`src/rtl/ifid_reg_pkg.sv`:
```
// Shared control-encoding constants (ctrl_encode_def) and the IF/ID entry type (ifid_reg_pkg).
// ctrl_encode_def: reset PC, NOP encoding, RISC-V immediate field bit positions.
// ifid_reg_pkg: packed storage entry used by the IF/ID register.
package ctrl_encode_def;
  localparam logic [31:0] PC_RESET   = 32'h0000_0000;
  localparam logic [31:0] INSTR_NOP  = 32'h0000_0013;  // addi x0,x0,0

  // I-type shift amount and immediate
  localparam int SHAMT_HI    = 24;
  localparam int SHAMT_LO    = 20;
  localparam int IIMM_HI     = 31;
  localparam int IIMM_LO     = 20;
  // S-type immediate, upper and lower parts
  localparam int SIMM_UP_HI  = 31;
  localparam int SIMM_UP_LO  = 25;
  localparam int SIMM_DN_HI  = 11;
  localparam int SIMM_DN_LO  = 7;
  // B-type immediate, scrambled across the word
  localparam int BIMM_SIGN   = 31;
  localparam int BIMM_B11    = 7;
  localparam int BIMM_MID_HI = 30;
  localparam int BIMM_MID_LO = 25;
  localparam int BIMM_LOW_HI = 11;
  localparam int BIMM_LOW_LO = 8;
  // U-type immediate
  localparam int UIMM_HI     = 31;
  localparam int UIMM_LO     = 12;
  // J-type immediate, scrambled across the word
  localparam int JIMM_SIGN   = 31;
  localparam int JIMM_UP_HI  = 19;
  localparam int JIMM_UP_LO  = 12;
  localparam int JIMM_B11    = 20;
  localparam int JIMM_LOW_HI = 30;
  localparam int JIMM_LOW_LO = 21;
  // CSR zero-extended immediate (rs1 field)
  localparam int ZIMM_HI     = 19;
  localparam int ZIMM_LO     = 15;
endpackage

package ifid_reg_pkg;
  typedef struct packed {
    logic        vld;
    logic [31:0] pc;
    logic [31:0] instr;
  } ifid_entry_t;
endpackage

```
`src/rtl/ifid_reg_if.sv`:
```
// IF/ID handshake bundle: fetch-side beat in, decode-side beat out, flush, immediate fields.
// Latency: none (wires only).
// Backpressure: in_ready/out_ready valid-ready pairs carried as plain members.
// Modports: slave = the IF/ID register's view, master = the driver/consumer view.
interface ifid_reg_if;
  logic        in_valid;
  logic        in_ready;
  logic [31:0] in_pc;
  logic [31:0] in_instr;
  logic        flush;
  logic        out_valid;
  logic        out_ready;
  logic [31:0] out_pc;
  logic [31:0] out_instr;
  logic [4:0]  out_iimm_shamt;
  logic [11:0] out_iimm;
  logic [11:0] out_simm;
  logic [11:0] out_bimm;
  logic [19:0] out_uimm;
  logic [19:0] out_jimm;
  logic [4:0]  out_zimm;

  modport slave (
    input  in_valid, in_pc, in_instr, flush, out_ready,
    output in_ready, out_valid, out_pc, out_instr,
    output out_iimm_shamt, out_iimm, out_simm, out_bimm, out_uimm, out_jimm, out_zimm
  );

  modport master (
    output in_valid, in_pc, in_instr, flush, out_ready,
    input  in_ready, out_valid, out_pc, out_instr,
    input  out_iimm_shamt, out_iimm, out_simm, out_bimm, out_uimm, out_jimm, out_zimm
  );
endinterface

```
`src/rtl/ifid_reg_instr_fields.sv`:
```
// Slices the RISC-V immediate fields out of an instruction word (raw, not sign-extended).
// Latency: purely combinational.
// Backpressure: none.
// Ports: instr_i word in; *_o raw immediate fields out.
module instr_fields
  import ctrl_encode_def::*;
(
  input  logic [31:0] instr_i,
  output logic [4:0]  iimm_shamt_o,
  output logic [11:0] iimm_o,
  output logic [11:0] simm_o,
  output logic [11:0] bimm_o,
  output logic [19:0] uimm_o,
  output logic [19:0] jimm_o,
  output logic [4:0]  zimm_o
);
  assign iimm_shamt_o = instr_i[SHAMT_HI:SHAMT_LO];
  assign iimm_o       = instr_i[IIMM_HI:IIMM_LO];
  assign simm_o       = {instr_i[SIMM_UP_HI:SIMM_UP_LO], instr_i[SIMM_DN_HI:SIMM_DN_LO]};
  assign bimm_o       = {instr_i[BIMM_SIGN], instr_i[BIMM_B11],
                         instr_i[BIMM_MID_HI:BIMM_MID_LO], instr_i[BIMM_LOW_HI:BIMM_LOW_LO]};
  assign uimm_o       = instr_i[UIMM_HI:UIMM_LO];
  assign jimm_o       = {instr_i[JIMM_SIGN], instr_i[JIMM_UP_HI:JIMM_UP_LO],
                         instr_i[JIMM_B11], instr_i[JIMM_LOW_HI:JIMM_LOW_LO]};
  assign zimm_o       = instr_i[ZIMM_HI:ZIMM_LO];
endmodule

```
`src/rtl/ifid_reg.sv`:
```
// IF/ID pipeline register: holds fetched beats for decode and exposes their immediate fields.
// Latency: 1 cycle from in_* acceptance to out_*; flush empties the register at the same edge.
// Backpressure: IFID_SKID_EN defined -> main+skid entries, in_ready registered (!skid full);
//               IFID_SKID_EN undefined -> single entry, in_ready = !out_valid || out_ready.
// Ports: clk, rstn (async active-low), bus (ifid_reg_if.slave).
module ifid_reg
  import ctrl_encode_def::*;
  import ifid_reg_pkg::*;
#(
  parameter logic [31:0] RESET_PC  = PC_RESET,
  parameter logic [31:0] NOP_INSTR = INSTR_NOP
) (
  input  logic       clk,
  input  logic       rstn,
  ifid_reg_if.slave  bus
);
  ifid_entry_t main_q, main_d;
  ifid_entry_t in_beat;
  logic        in_rdy;
  logic        accept;
  logic        deq;
  logic [31:0] out_instr;

  assign in_beat = '{vld: 1'b1, pc: bus.in_pc, instr: bus.in_instr};
  assign accept  = bus.in_valid && in_rdy;
  assign deq     = main_q.vld && bus.out_ready;

`ifdef IFID_SKID_EN
  ifid_entry_t skid_q, skid_d;

  // Registered ready: the skid slot absorbs the one beat that can arrive
  // while decode stalls, so ready never depends on out_ready this cycle.
  assign in_rdy = !skid_q.vld;

  always_comb begin
    main_d = main_q;
    skid_d = skid_q;
    if (bus.flush) begin
      main_d.vld = 1'b0;
      skid_d.vld = 1'b0;
    end else if (deq) begin
      if (skid_q.vld) begin
        // in_ready was low, so no beat can be accepted alongside this move
        main_d     = skid_q;
        skid_d.vld = 1'b0;
      end else if (accept) begin
        main_d = in_beat;
      end else begin
        main_d.vld = 1'b0;
      end
    end else if (accept) begin
      if (main_q.vld) skid_d = in_beat;
      else            main_d = in_beat;
    end
  end

  always_ff @(posedge clk or negedge rstn) begin
    if (!rstn) skid_q <= '0;
    else       skid_q <= skid_d;
  end
`else
  assign in_rdy = !main_q.vld || bus.out_ready;

  always_comb begin
    main_d = main_q;
    if (bus.flush)   main_d.vld = 1'b0;
    else if (accept) main_d     = in_beat;
    else if (deq)    main_d.vld = 1'b0;
  end
`endif

  always_ff @(posedge clk or negedge rstn) begin
    if (!rstn) main_q <= '0;
    else       main_q <= main_d;
  end

  // An empty register presents a NOP at the reset PC so decode sees a bubble.
  assign out_instr     = main_q.vld ? main_q.instr : NOP_INSTR;
  assign bus.out_instr = out_instr;
  assign bus.out_pc    = main_q.vld ? main_q.pc : RESET_PC;
  assign bus.out_valid = main_q.vld;
  assign bus.in_ready  = in_rdy;

  instr_fields u_fields (
    .instr_i      (out_instr),
    .iimm_shamt_o (bus.out_iimm_shamt),
    .iimm_o       (bus.out_iimm),
    .simm_o       (bus.out_simm),
    .bimm_o       (bus.out_bimm),
    .uimm_o       (bus.out_uimm),
    .jimm_o       (bus.out_jimm),
    .zimm_o       (bus.out_zimm)
  );
endmodule

```
`src/flat_wrapper.sv`:
```
// flat-port wrapper written by rule: the top's interface ports become plain ports
module ifid_reg_flat import ctrl_encode_def::*; import ifid_reg_pkg::*;
#(
  parameter logic [31:0] RESET_PC  = PC_RESET,
  parameter logic [31:0] NOP_INSTR = INSTR_NOP
)
  (clk, rstn, bus_in_valid, bus_in_pc, bus_in_instr, bus_flush, bus_out_ready, bus_in_ready, bus_out_valid, bus_out_pc, bus_out_instr, bus_out_iimm_shamt, bus_out_iimm, bus_out_simm, bus_out_bimm, bus_out_uimm, bus_out_jimm, bus_out_zimm);
  ifid_reg_if bus_i ();
  input  logic clk;
  input  logic rstn;
  input wire logic [$bits(bus_i.in_valid)-1:0] bus_in_valid;
  input wire logic [$bits(bus_i.in_pc)-1:0] bus_in_pc;
  input wire logic [$bits(bus_i.in_instr)-1:0] bus_in_instr;
  input wire logic [$bits(bus_i.flush)-1:0] bus_flush;
  input wire logic [$bits(bus_i.out_ready)-1:0] bus_out_ready;
  output wire logic [$bits(bus_i.in_ready)-1:0] bus_in_ready;
  output wire logic [$bits(bus_i.out_valid)-1:0] bus_out_valid;
  output wire logic [$bits(bus_i.out_pc)-1:0] bus_out_pc;
  output wire logic [$bits(bus_i.out_instr)-1:0] bus_out_instr;
  output wire logic [$bits(bus_i.out_iimm_shamt)-1:0] bus_out_iimm_shamt;
  output wire logic [$bits(bus_i.out_iimm)-1:0] bus_out_iimm;
  output wire logic [$bits(bus_i.out_simm)-1:0] bus_out_simm;
  output wire logic [$bits(bus_i.out_bimm)-1:0] bus_out_bimm;
  output wire logic [$bits(bus_i.out_uimm)-1:0] bus_out_uimm;
  output wire logic [$bits(bus_i.out_jimm)-1:0] bus_out_jimm;
  output wire logic [$bits(bus_i.out_zimm)-1:0] bus_out_zimm;
  assign bus_i.in_valid = bus_in_valid;
  assign bus_i.in_pc = bus_in_pc;
  assign bus_i.in_instr = bus_in_instr;
  assign bus_i.flush = bus_flush;
  assign bus_i.out_ready = bus_out_ready;
  assign bus_in_ready = bus_i.in_ready;
  assign bus_out_valid = bus_i.out_valid;
  assign bus_out_pc = bus_i.out_pc;
  assign bus_out_instr = bus_i.out_instr;
  assign bus_out_iimm_shamt = bus_i.out_iimm_shamt;
  assign bus_out_iimm = bus_i.out_iimm;
  assign bus_out_simm = bus_i.out_simm;
  assign bus_out_bimm = bus_i.out_bimm;
  assign bus_out_uimm = bus_i.out_uimm;
  assign bus_out_jimm = bus_i.out_jimm;
  assign bus_out_zimm = bus_i.out_zimm;
  ifid_reg #(.RESET_PC(RESET_PC), .NOP_INSTR(NOP_INSTR)) u_core (.clk(clk), .rstn(rstn), .bus(bus_i));
endmodule
```
`config.mk`:
```
export PLATFORM = sky130hd
export DESIGN_NAME = ifid_reg_flat
export DESIGN_NICKNAME = d
export VERILOG_FILES = /design/src/rtl/ifid_reg_pkg.sv /design/src/rtl/ifid_reg_if.sv /design/src/rtl/ifid_reg_instr_fields.sv /design/src/rtl/ifid_reg.sv /design/src/flat_wrapper.sv
export SDC_FILE = /design/constraint.sdc
export NUM_CORES = 1
export LEC_CHECK = 0
export BUFFER_PORTS_ARGS = -buffer_cell sky130_fd_sc_hd__buf_2
export CAP_MARGIN = 10
export CORE_MARGIN = 2
export CORE_UTILIZATION = 40
export DETAILED_ROUTE_END_ITERATION = 16
export GPL_TIMING_DRIVEN = 0
export PLACE_DENSITY = 0.77
export SYNTH_ARGS = -nofsm -noshare
export SYNTH_HDL_FRONTEND = slang
export SYNTH_SLANG_ARGS = --single-unit
export TNS_END_PERCENT = 100
```
`constraint.sdc`:
```
create_clock -name clk -period 1.62 [get_ports clk]
set_clock_uncertainty 0.15 [all_clocks]
set_input_delay 0.324 -clock clk [delete_from_list [all_inputs] [get_ports clk]]
set_output_delay 0.324 -clock clk [all_outputs]
set_load 0.02 [all_outputs]
```
==> Word level (Yosys, flattened, before mapping) <==
Cells that the tools add are included.
{ "classes": {"add_sub_neg": 0, "multipliers": 0, "n_div": 0, "order_cmp": 0, "n_eq_ne": 0, "n_shift": 0, "n_mux": 5, "bitwise_logic": 1, "reduce_logical": 6} }
{ "ops": {"columns": ["cell", "n"], "rows": [
  ["32-bit two-way mux", 2],
  ["1-bit two-way mux", 3],
  ["3-bit nonzero test", 1],
  ["1-bit logical AND", 2],
  ["2-bit AND reduction", 1],
  ["1-bit logical NOT", 1],
  ["1-bit logical OR", 1],
  ["1-bit NOT", 1]
]} }
{ "totals": {"register_bits": 65, "latch_bits": 0, "mem_bits_rw": 0, "rom_bits": 0, "input_bits": 69, "out_inout_bits": 152, "elab_cells": 15, "n_memories": 0} }

==> Longest topological paths before layout <==
Gate-level depths: netlist of run 1.
{ "logic_depth": {"word_depth": 5, "mapped_depth": 5, "depth_no_buf": 3} }

==> By module <==
From an unflattened synthesis of run 1, not the netlist that was laid out.
{ "unflattened": {"hier_cells": 298, "area_unflattened_um2": 3813.7} }
{ "modules_own_cells": {"columns": ["module", "n_inst", "cells_per_inst", "area_per_inst_um2", "seq_area_each_um2"], "rows": [
  ["ifid_reg", 1, 212, 3168.0, 1626.6],
  ["instr_fields", 1, 86, 645.6, 0.0]
]} }

==> Worst setup path before layout of run 1 <==
OpenSTA, ideal clock, no wires.
{ "synth_path": {"path_kind": "register to output", "start": "reg u_core.main_q, in the netlist u_core.bus.out_valid", "end": "out bus_out_iimm[10]", "t_arrival_ns": 1.483, "required_ns": 1.146, "slack_ns": -0.337, "path_stages_with_launch": 5, "n_path_buf": 3, "path_cell_list": "dfrtp_1 clkbuf_1 clkbuf_1 and2_1 buf_4"} }
{ "synth_via": {"elab_chain_len": 1} }
{ "synth_lines": {"columns": ["item", "line_no", "source"], "rows": [
  ["from (decl)", "ifid_reg.sv:17", "ifid_entry_t main_q, main_d;"],
  ["from (signal assigned)", "ifid_reg.sv:74", "else main_q <= main_d;"],
  ["32-bit two-way mux", "ifid_reg.sv:78", "assign out_instr = main_q.vld ? main_q.instr : NOP_INSTR;"],
  ["to (decl)", "flat_wrapper.sv:21", "output wire logic [$bits(bus_i.out_iimm)-1:0] bus_out_iimm;"]
]} }
No other way between the ends.

==> Worst setup path after layout of run 1 <==
{ "layout_path": {"start": "reg u_core.main_q, in the netlist u_core.bus.out_valid", "end": "out bus_out_iimm_shamt[0]"} }
{ "layout_via": {"elab_chain_len": 1} }
{ "layout_lines": {"columns": ["item", "line_no", "source"], "rows": [
  ["32-bit two-way mux", "ifid_reg.sv:78", null],
  ["to (decl)", "flat_wrapper.sv:20", "output wire logic [$bits(bus_i.out_iimm_shamt)-1:0] bus_out_iimm_shamt;"]
]} }
No other way between the ends.

==> qor.txt, run 1 <==
post-synthesis compound-gate area fraction -> 0%
Post-route DRC -> 0
Fillers -> 519
number of port buffers -> 220
post-synth net total -> 367
Finish-stage setup viols -> 215
Die H -> 102 um
Slew HR -> 51.0%
Core ar. -> 9240 um2
CP max FO -> 5
Post-Synth Simple-Gate Area -> 11.4%
Worst EP required -> 1.15 ns
# IOs -> 221
post-synthesis mux area share -> 24.8%
largest family of logic cells by synthesized area -> multiplexers
Reg2Reg Depth -> 8
GRT Util Overall -> 18.4%
die width -> 102 um
Finished Cell Area -> 7190 um2
routed via count -> 3107
Pint -> 4.35 mW
LEAKAGE -> 3.69 nW
GRT Residual Overflow -> 0
yosys warns -> 0
placed inst area -> 5160 um2
top cell type's share of synthesized area -> 42.7%
Fmax -> 0.503 GHz
Nets -> 629
Reg clk slew, reported paths -> 0.07 ns
clock sink count -> 65
post-synthesis sequential area ratio -> 42.7%
post-synthesis cell area -> 3810 um2
initial core utilization -> 41.3%
Worst setup EP type -> output port
WHS Path Cells -> 2
Area Growth Syn to Fin -> 88.6%
clock share of power -> 24.1%
VDD IR-drop max -> 0.474 mV
placed cell count -> 648
kind of critical path -> reg -> out
sequential power share -> 33.7%
post-layout instance count excluding filler cells -> 694
status -> finished with violations
CTS tree -> done
Storage cell area -> 1630 um2
worst setup margin -> -0.367 ns
pwr/cell area -> 860 nW/um2
Gate power share -> 42.2%
Total Wirelength -> 12200 um
Clock Latency Late Sink -> 0.33 ns
routability congestion estimate from global placement -> 0.755
hold slack -> 0.0314 ns
final worst-path cycle share -> 123%
minimum clock period -> 1.99 ns
Synth Instances -> 298
CTS Buffer Depth -> 2
largest net degree at the start of global routing -> 34
Yosys cell types -> 13
hold crit path type -> in -> reg
crit start category -> flop
number of buffers created by CTS -> 9
ANT cells -> 0
crit path DAT -> 1.51 ns
Routed WL per cell -> 17.6 um
RSZ-0062 raised after global routing -> true
endpoints failing hold -> 0
mean post-synth cell area -> 12.8 um2
Slew @ Worst Pin -> 0.735 ns
Switch Pwr -> 1.84 mW
Detailed Routing Iterations Pass 1 -> 4
layout cells sized above 1 -> 86.4%
iteration-0 DRC count of the detailed router -> 51
Final ANT Viol Nets -> 0
failing checks -> setup timing
Via-to-Cell Ratio -> 4.48
switching share of power -> 29.7%
vias in the first global route -> 2861
Die ar. -> 10300 um2
# rows -> 35
top cells by area, synth -> dfrtp_1 43%, mux2_4 24%, buf_4 17%
initial antenna violation count -> 0
Synth Area in XOR/XNOR -> 0%
final-report max-slew violation count -> 0
Max-cap violations -> 0
Synth Area in Adders -> 0%
htree depth -> 3
Detail Placement HPWL -> 6850 um
total power -> 6.19 mW
multi-input logic area -> 1550 um2
first-pass GRT wire length -> 14600 um
post-synth top area cell -> dfrtp_1
register bit total from synthesis -> 65
clk root buf -> clkbuf_8
-- placed cells by master (no fill, tap or decap) --
cell,Yosys,final
nor2b_4,1,1
mux2_2,4,1
dfrtp_1,65,64
bufinv_16,0,2
and2_4,0,52
clkbuf_1,7,1
and2_1,61,8
buf_4,86,20
mux2_4,60,63
buf_2,0,82
buf_12,6,15
nor2_1,2,2
inv_1,1,1
clkbuf_8,0,9
buf_6,1,220
dlygate4sd3_1,0,1
buf_8,0,5
clkinvlp_4,0,1
nand2b_4,0,3
clkbuf_16,0,2
and2_2,0,1
clkinv_2,0,3
dfrtp_2,0,1
nor3b_4,0,1
buf_16,0,6
-- timing repair --
action                     CTS  global route
hold buffers                 1             0
gates resized for setup    105           328
setup buffers               13             6
setup endpoints to repair  210           215
cloned                       8             4
hold endpoints to repair    32             0
-- power by group through the flow --
stage | registers, mW | logic [mW] | clock network [mW]
5_1_grt | 2.11 | 2.74 | 1.61
2_1_floorplan | 2.02 | 1.33 | 0
4_1_cts | 2.05 | 2.07 | 1.51
6_report | 2.08 | 2.61 | 1.49
3_3_place_gp | 2.06 | 1.77 | 0
3_5_place_dp | 2.08 | 1.81 | 0
-- state kept, by name, summed over array words and instances, names as in the netlist --
name	flops
u_core.main_q	64
u_core.bus.out_valid	1
-- per-stage QoR --
step | utilization, % | worst slack (ns) | setup TNS, ns
floorplan | - | -0.0474 | -2.87
global placement | 55.7 | -0.234 | -27.91
detailed placement | 55.9 | -0.235 | -24.22
CTS | 65.7 | -0.397 | -67.07
global route | 77.8 | -0.415 | -75.91
finish | 77.8 | -0.367 | -65.43
-- synth_stat cells (all sizes together) --
cell type,instances
nand2b,3
and2,61
dfrtp,65
mux2,64
nor3b,1
clkbuf,7
inv,1
buf,93
nor2b,1
nor2,2
-- final cells by class --
type	instances	area share, %
Buffer	99	15.9
Clock buffer	10	1.77
Clock inverter	6	1.15
Inverter	1	0.0522
Multi-Input combinational cell	132	21.6
Sequential cell	65	22.6
Tap cell	129	2.24
Timing Repair Buffer	252	34.7
-- worst max-delay path: stages (launching register included) --
cell and delay (ns):
dfrtp_2 0.43, clkbuf_16 0.17, clkbuf_16 0.15, and2_4 0.17, buf_6 0.12, buf_6 0.12
-- routing by layer --
| metal | vias up | global-route usage [%] | routed length [um] |
|---|---|---|---|
| li1 | 1397 | - | - |
| met4 | 0 | 6.55 | 124 |
| met5 | - | 0 | 0 |
| met3 | 11 | 4.62 | 805 |
| met2 | 141 | 33.1 | 7040 |
| met1 | 1558 | 21.1 | 4220 |
-- final timing paths --
kind                                      start               endpoint  slack (ns)
max reg2reg                u_core.bus.out_valid      u_core.main_q[33]       -0.37
max in group asynchronous                  rstn      u_core.main_q[27]        0.26
min reg2reg                   u_core.main_q[21]      u_core.main_q[21]        0.36
max                        u_core.bus.out_valid  bus_out_iimm_shamt[0]       -0.37
min                                   bus_flush   u_core.bus.out_valid        0.03
min in group asynchronous                  rstn      u_core.main_q[58]        0.43
-- cell families (layout without fill, tap and decap cells) --
| family | Yosys count | after routing |
|---|---|---|
| mux | 64 | 64 |
| buf+inv | 101 | 368 |
| simple gates | 68 | 68 |
| flops | 65 | 65 |
Power figures use the tool's default switching activity.
==> run 2: changes to the inputs <==
--- a/config.mk
+++ b/config.mk
@@ -11,6 +11,7 @@
 export CORE_UTILIZATION = 40
 export DETAILED_ROUTE_END_ITERATION = 16
 export GPL_TIMING_DRIVEN = 0
+export HOLD_SLACK_MARGIN = 0.1
 export PLACE_DENSITY = 0.77
 export SYNTH_ARGS = -nofsm -noshare
 export SYNTH_HDL_FRONTEND = slang
==> run 2 against run 1 <==
Compared with the run above: the flow still finishes with violations (setup timing); cell count increased by 8.6%; fmax decreased by 0.31%; non-clock buffer count increased by 59; register-to-register slack about the same; critical path type unchanged; worst hold slack improved by 0.12 ns.
==> qor.txt, run 2 (synthesis gave the netlist of run 1 again) <==
status -> finished with violations
failing checks -> setup timing
Core ar. -> 9240 um2 (unchanged)
Pint -> 4.41 mW (+1.4%)
CP delay by family, top -> buffers and inverters
endpoints failing hold -> 0 (unchanged)
Routed WL per cell -> 18.3 um (+4.4%)
GRT Residual Overflow -> 0 (unchanged)
minimum clock period -> 1.99 ns (+0.00609 ns)
CP max FO -> 5 (unchanged)
Clock Latency Late Sink -> 0.34 ns (about the same)
Hold Crit Start -> bus_out_ready
initial core utilization -> 41.3% (unchanged)
sequential power share -> 33.0% (-0.7 points)
Reg2Reg Depth -> 8 (unchanged)
iteration-0 DRC count of the detailed router -> 64 (+25%)
clk root buf -> clkbuf_8
Via-to-Cell Ratio -> 4.48 (about the same)
pwr/cell area -> 819 nW/um2 (-4.8%)
Worst Hold Endpoint -> u_core.bus.out_valid
CP max stage cell -> dfrtp_2
multi-input logic area -> 1530 um2 (-1.2%)
Storage cell area -> 1630 um2 (unchanged)
Max-cap violations -> 0 (unchanged)
clock sink count -> 65 (unchanged)
Area Growth Syn to Fin -> 102%
Reg clk slew, reported paths -> 0.07 ns (about the same)
max reg flops -> 64 (unchanged)
Die ar. -> 10300 um2 (unchanged)
# rows -> 35 (unchanged)
clock share of power -> 23.8% (-0.3 points)
Fmax -> 0.502 GHz (-0.31%)
crit start category -> flop
CTS tree -> done
kind of critical path -> reg -> out
Slew @ Worst Pin -> 0.764 ns (+0.0285 ns)
final-report max-slew violation count -> 0 (unchanged)
Detail Placement HPWL -> 6850 um (unchanged)
Nets -> 688 (+9.4%)
vias in the first global route -> 3342 (+17%)
number of port buffers -> 220 (unchanged)
ordered list of cells on the worst path -> clkbuf_16 -> clkbuf_16 -> and2_4 -> buf_6 -> buf_6
largest register by flop count -> u_core.main_q
first-pass GRT wire length -> 16700 um (+14%)
commonest non-fill, non-tap cell in the layout -> buf_6
routability congestion estimate from global placement -> 0.755 (unchanged)
htree depth -> 3 (unchanged)
worst setup margin -> -0.373 ns (-0.00609 ns)
routed via count -> 3377 (+8.7%)
# IOs -> 221 (unchanged)
RR Endpoint -> u_core.main_q[0]
crit path DAT -> 1.52 ns (about the same)
LEAKAGE -> 3.89 nW (+5.5%)
WP buf/inv -> 4 (unchanged)
layout cells sized above 1 -> 76.6% (-9.8 points)
Total Wirelength -> 13800 um (+13%)
Die H -> 102 um (unchanged)
switching share of power -> 30.1% (+0.46 points)
die width -> 102 um (unchanged)
Switch Pwr -> 1.90 mW (+3.7%)
FF-to-FF Start -> u_core.bus.out_valid
commonest non-fill, non-tap cells in the layout -> 224 x buf_6, 84 x buf_2, 67 x dlygate4sd3_1
Post-route DRC -> 0 (unchanged)
Slew HR -> 49.1% (-1.9 points)
Util after Layout -> 83.5% (+5.7 points)
Worst setup EP type -> output port
final worst-path cycle share -> 123% (+0.38 points)
VDD IR-drop max -> 0.504 mV (+6.3%)
Detailed Routing Iterations Pass 1 -> 4 (unchanged)
setup slack, reg-to-reg -> -0.36 ns (about the same)
Finish-stage setup viols -> 215 (unchanged)
Gate power share -> 43.1% (+0.9 points)
initial antenna violation count -> 1 (+1)
placed cell count -> 648 (unchanged)
slowest stage delay, CP -> 0.44 ns (about the same)
WHS Path Cells -> 4 (+2)
hold slack -> 0.148 ns (+0.116 ns)
largest net degree at the start of global routing -> 34 (unchanged)
number of buffers created by CTS -> 9 (unchanged)
RSZ-0062 raised after global routing -> true
Final ANT Viol Nets -> 0 (unchanged)
total power -> 6.32 mW (+2.1%)
GRT Util Overall -> 21.1% (+2.7 points)
hold crit path type -> in -> reg
Fillers -> 426 (-18%)
CTS Buffer Depth -> 2 (unchanged)
Worst EP required -> 1.15 ns (about the same)
post-layout instance count excluding filler cells -> 754 (+8.6%)
[run 2: cell types whose count changed in the layout (fill, tap and decap cells not counted), sizes merged]
| cell | previous run | this run |
|---|---|---|
| buf | 348 | 341 |
| diode | 0 | 1 |
| dlygate4sd3 | 1 | 67 |
[run 2: final cells by class]
cell class / count / area share (%)
Antenna cell: 1 / 0.0324
Multi-Input combinational cell: 132 / 19.9
Buffer: 99 / 15.2
Inverter: 1 / 0.0486
Clock buffer: 10 / 1.65
Clock inverter: 6 / 1.07
Timing Repair Buffer: 311 / 38.9
Sequential cell: 65 / 21.1
Tap cell: 129 / 2.09
[run 2: metal layers]
metal / wire length [um] / GRT usage [%] / vias up
met5: 0 / 0 / -
met4: 372 / 7.59 / 0
met3: 746 / 4.69 / 30
met2: 7940 / 39.6 / 145
met1: 4770 / 23.1 / 1684
li1: - / - / 1518
[run 2: worst min-delay path: stages]
cell,delay (ns)
buf_2,0.11
nor2b_4,0.05
nor2_1,0.08
nor2_1,0.04
[run 2: timing repair]
action | in CTS | in global routing
hold endpoints to repair | 97 | 0
endpoints found under the setup margin | 210 | 215
pin swaps | 0 | 1
setup buffers | 13 | 3
gates resized for setup | 105 | 326
hold buffers | 67 | 0
gates cloned | 8 | 4
[run 2: worst max-delay path by stage]
stage | slack [ns] | cells past startpoint | to | start
2_1_floorplan | -0.05 | 5 | u_core.main_q[0] | u_core.bus.out_valid
3_3_place_gp | -0.23 | 1 | u_core.bus.out_valid | rstn
3_5_place_dp | -0.23 | 5 | bus_out_uimm[8] | u_core.bus.out_valid
4_1_cts | -0.40 | 5 | bus_out_jimm[6] | u_core.bus.out_valid
5_1_grt | -0.42 | 5 | bus_out_iimm_shamt[1] | u_core.bus.out_valid
6_report | -0.37 | 5 | bus_out_uimm[9] | u_core.bus.out_valid
[run 2: power groups by stage]
stage	combinational [mW]	sequential, mW	clock, mW
floorplan	1.33	2.02	0
global placement	1.77	2.06	0
detailed placement	1.81	2.08	0
CTS	2.20	2.05	1.51
global route	2.85	2.11	1.60
finish	2.72	2.09	1.51
[run 2: stage by stage]
step,cell area (um2),worst slack (ns),TNS (ns)
6_report,7720,-0.373,-63.90
5_1_grt,7720,-0.417,-74.20
4_1_cts,6730,-0.397,-67.07
3_5_place_dp,5160,-0.235,-24.22
3_3_place_gp,5140,-0.234,-27.91
2_1_floorplan,3880,-0.0474,-2.87
==> run 3: changes to the inputs <==
--- a/config.mk
+++ b/config.mk
@@ -7,6 +7,7 @@
 export LEC_CHECK = 0
 export BUFFER_PORTS_ARGS = -buffer_cell sky130_fd_sc_hd__buf_2
 export CAP_MARGIN = 10
+export CORE_ASPECT_RATIO = 1.4
 export CORE_MARGIN = 2
 export CORE_UTILIZATION = 40
 export DETAILED_ROUTE_END_ITERATION = 16
==> run 3 against run 2 <==
Compared with the run above: the run still ends with setup timing left; via count up 4.5%; combinational power up 3%; count of clock-buffer cells in the layout unchanged; highest routed layer unchanged; largest cell class unchanged; worst hold slack worse by 0.0039 ns; register-to-register slack about the same; sequential power about the same; critical endpoint is now bus_out_iimm_shamt[4]; fmax up 0.46%; cell count down 1.5%; design area up 3.2%.
==> qor.txt, run 3 (synthesis gave the netlist of run 1 again) <==
kind of critical path -> reg -> out
clock sink count -> 65 (unchanged)
max reg flops -> 64 (unchanged)
WP buf/inv -> 4 (unchanged)
first-pass GRT wire length -> 17800 um (+6.9%)
# IOs -> 221 (unchanged)
Setup WS pre-CTS -> -0.175 ns (+0.0591 ns)
RSZ-0062 raised after global routing -> true
Fmax -> 0.504 GHz (+0.46%)
Finish-stage setup viols -> 216 (+0.47%)
commonest non-fill, non-tap cell in the layout -> buf_6
CTS tree -> done
hold crit path type -> in -> reg
Area Growth Syn to Fin -> 109%
Detail Placement HPWL -> 6580 um (-3.9%)
Slew @ Worst Pin -> 0.789 ns (+0.0250 ns)
Slew HR -> 47.4% (-1.7 points)
CP max stage cell -> dfrtp_2
number of buffers created by CTS -> 9 (unchanged)
GRT Util Overall -> 22.2% (+1.1 points)
vias in the first global route -> 3533 (+5.7%)
pwr/cell area -> 884 nW/um2 (+8.0%)
Finished Cell Area -> 7970 um2 (+3.2%)
Detailed Routing Iterations Pass 1 -> 4 (unchanged)
failing checks -> setup timing
CP max FO -> 7 (+2)
status -> finished with violations
initial core utilization -> 40.8% (-0.50 points)
routed via count -> 3529 (+4.5%)
# rows -> 42 (+20%)
GRT Residual Overflow -> 0 (unchanged)
Via-to-Cell Ratio -> 4.75 (+6.0%)
iteration-0 DRC count of the detailed router -> 109 (+70%)
Die ar. -> 10300 um2 (+0.11%)
slowest stage delay, CP -> 0.42 ns (-0.02 ns)
final worst-path cycle share -> 122% (-0.56 points)
LEAKAGE -> 4.01 nW (+3.0%)
number of port buffers -> 220 (unchanged)
Total Wirelength -> 15000 um (+8.8%)
Max-cap violations -> 0 (unchanged)
Clock Latency Late Sink -> 0.32 ns (-0.02 ns)
Final ANT Viol Nets -> 0 (unchanged)
final-report max-slew violation count -> 0 (unchanged)
worst setup margin -> -0.364 ns (+0.00907 ns)
crit path DAT -> 1.51 ns (about the same)
Worst setup EP type -> output port
Nets -> 696 (+1.2%)
minimum clock period -> 1.98 ns (-0.00907 ns)
clk root buf -> clkbuf_16
Core ar. -> 9350 um2 (+1.2%)
Die H -> 120 um (+18%)
VDD IR-drop max -> 0.683 mV (+35%)
ordered list of cells on the worst path -> clkbuf_16 -> clkbuf_16 -> and2_4 -> buf_6 -> buf_6
Routed WL per cell -> 20.3 um (+10%)
placed inst area -> 5140 um2 (-0.46%)
CP delay by family, top -> buffers and inverters
Post-route DRC -> 0 (unchanged)
largest register by flop count -> u_core.main_q
layout cells sized above 1 -> 76.9% (+0.30 points)
endpoints failing hold -> 0 (unchanged)
die width -> 86.5 um (-15%)
crit start category -> flop
CTS Buffer Depth -> 2 (unchanged)
largest net degree at the start of global routing -> 34 (unchanged)
commonest non-fill, non-tap cells in the layout -> 236 x buf_6, 75 x buf_2, 66 x dlygate4sd3_1
htree depth -> 3 (unchanged)
Reg clk slew, reported paths -> 0.06 ns (about the same)
initial antenna violation count -> 1 (unchanged)
Worst EP required -> 1.15 ns (about the same)
routability congestion estimate from global placement -> 0.724 (-4.1%)
-- run 3: cell count changes in the layout (fill, tap and decap cells not counted), sizes merged --
cell,previous run,this run
clkinv,3,1
buf,341,346
dlygate4sd3,67,66
clkinvlp,1,3
clkbuf,12,16
-- run 3: power breakdown --
group	switching [mW]	internal [mW]	leakage, nW
combinational	1.10	1.70	3.10
sequential	0.196	1.90	0.764
clock	0.754	1.39	0.151
-- run 3: repair_timing --
action                     CTS  global route
hold buffers                66             0
setup endpoints to repair  210           216
buffers inserted            11            11
gates cloned                 5             9
hold endpoints to repair    96             0
pin swaps                    1             1
gates resized for setup    164           288
-- run 3: metal layers --
layer	vias to the layer above	part of all wire (%)	track usage [%]
met5	-	0	0
met4	0	4.4	7.52
met3	51	5.3	3.92
li1	1532	-	-
met2	178	57	42.2
met1	1768	33	24.2
-- run 3: layout make-up --
class | instances | area, um2
inverters | 1 | 3.75
repair buffers | 322 | 3240
multi-input cells | 132 | 1540
clock buffers | 10 | 239
flip-flops and latches | 65 | 1630
well taps | 110 | 138
fillers | 394 | 1390
clock inverters | 6 | 91.3
plain buffers | 96 | 1090
diodes | 1 | 2.50
-- run 3: worst paths after layout --
kind                                 startpoint                    end  slack [ns]  depth (start not counted)
min reg2reg                   u_core.main_q[40]      u_core.main_q[40]        0.36                          1
max in group asynchronous                  rstn   u_core.bus.out_valid        0.19                          3
max                        u_core.bus.out_valid  bus_out_iimm_shamt[4]       -0.36                          5
max reg2reg                u_core.bus.out_valid       u_core.main_q[4]       -0.35                          8
min                            bus_in_instr[22]      u_core.main_q[22]        0.14                          2
min in group asynchronous                  rstn      u_core.main_q[62]        0.47                          2
-- run 3: metrics by stage --
step / total power [mW] / instances / util (%) / setup TNS (ns) / hold slack [ns]
after floorplan: 3.35 / 298 / - / -2.87 / -0.122
after global placement: 3.82 / 628 / 54.7 / -24.90 / 0.334
after detailed placement: 3.87 / 629 / 55.0 / -18.90 / 0.283
after CTS: 6.43 / 727 / 73.4 / -63.13 / 0.116
after global routing: 7.28 / 743 / 85.2 / -67.29 / 0.128
final: 7.05 / 743 / 85.2 / -60.30 / 0.144
-- run 3: worst register-to-register path, delay by kind of cell, from the launching register on --
kind          cells  cell delay, ns
flops             1            0.42
buf+inv           5            0.65
mux               1            0.30
simple gates      2            0.33
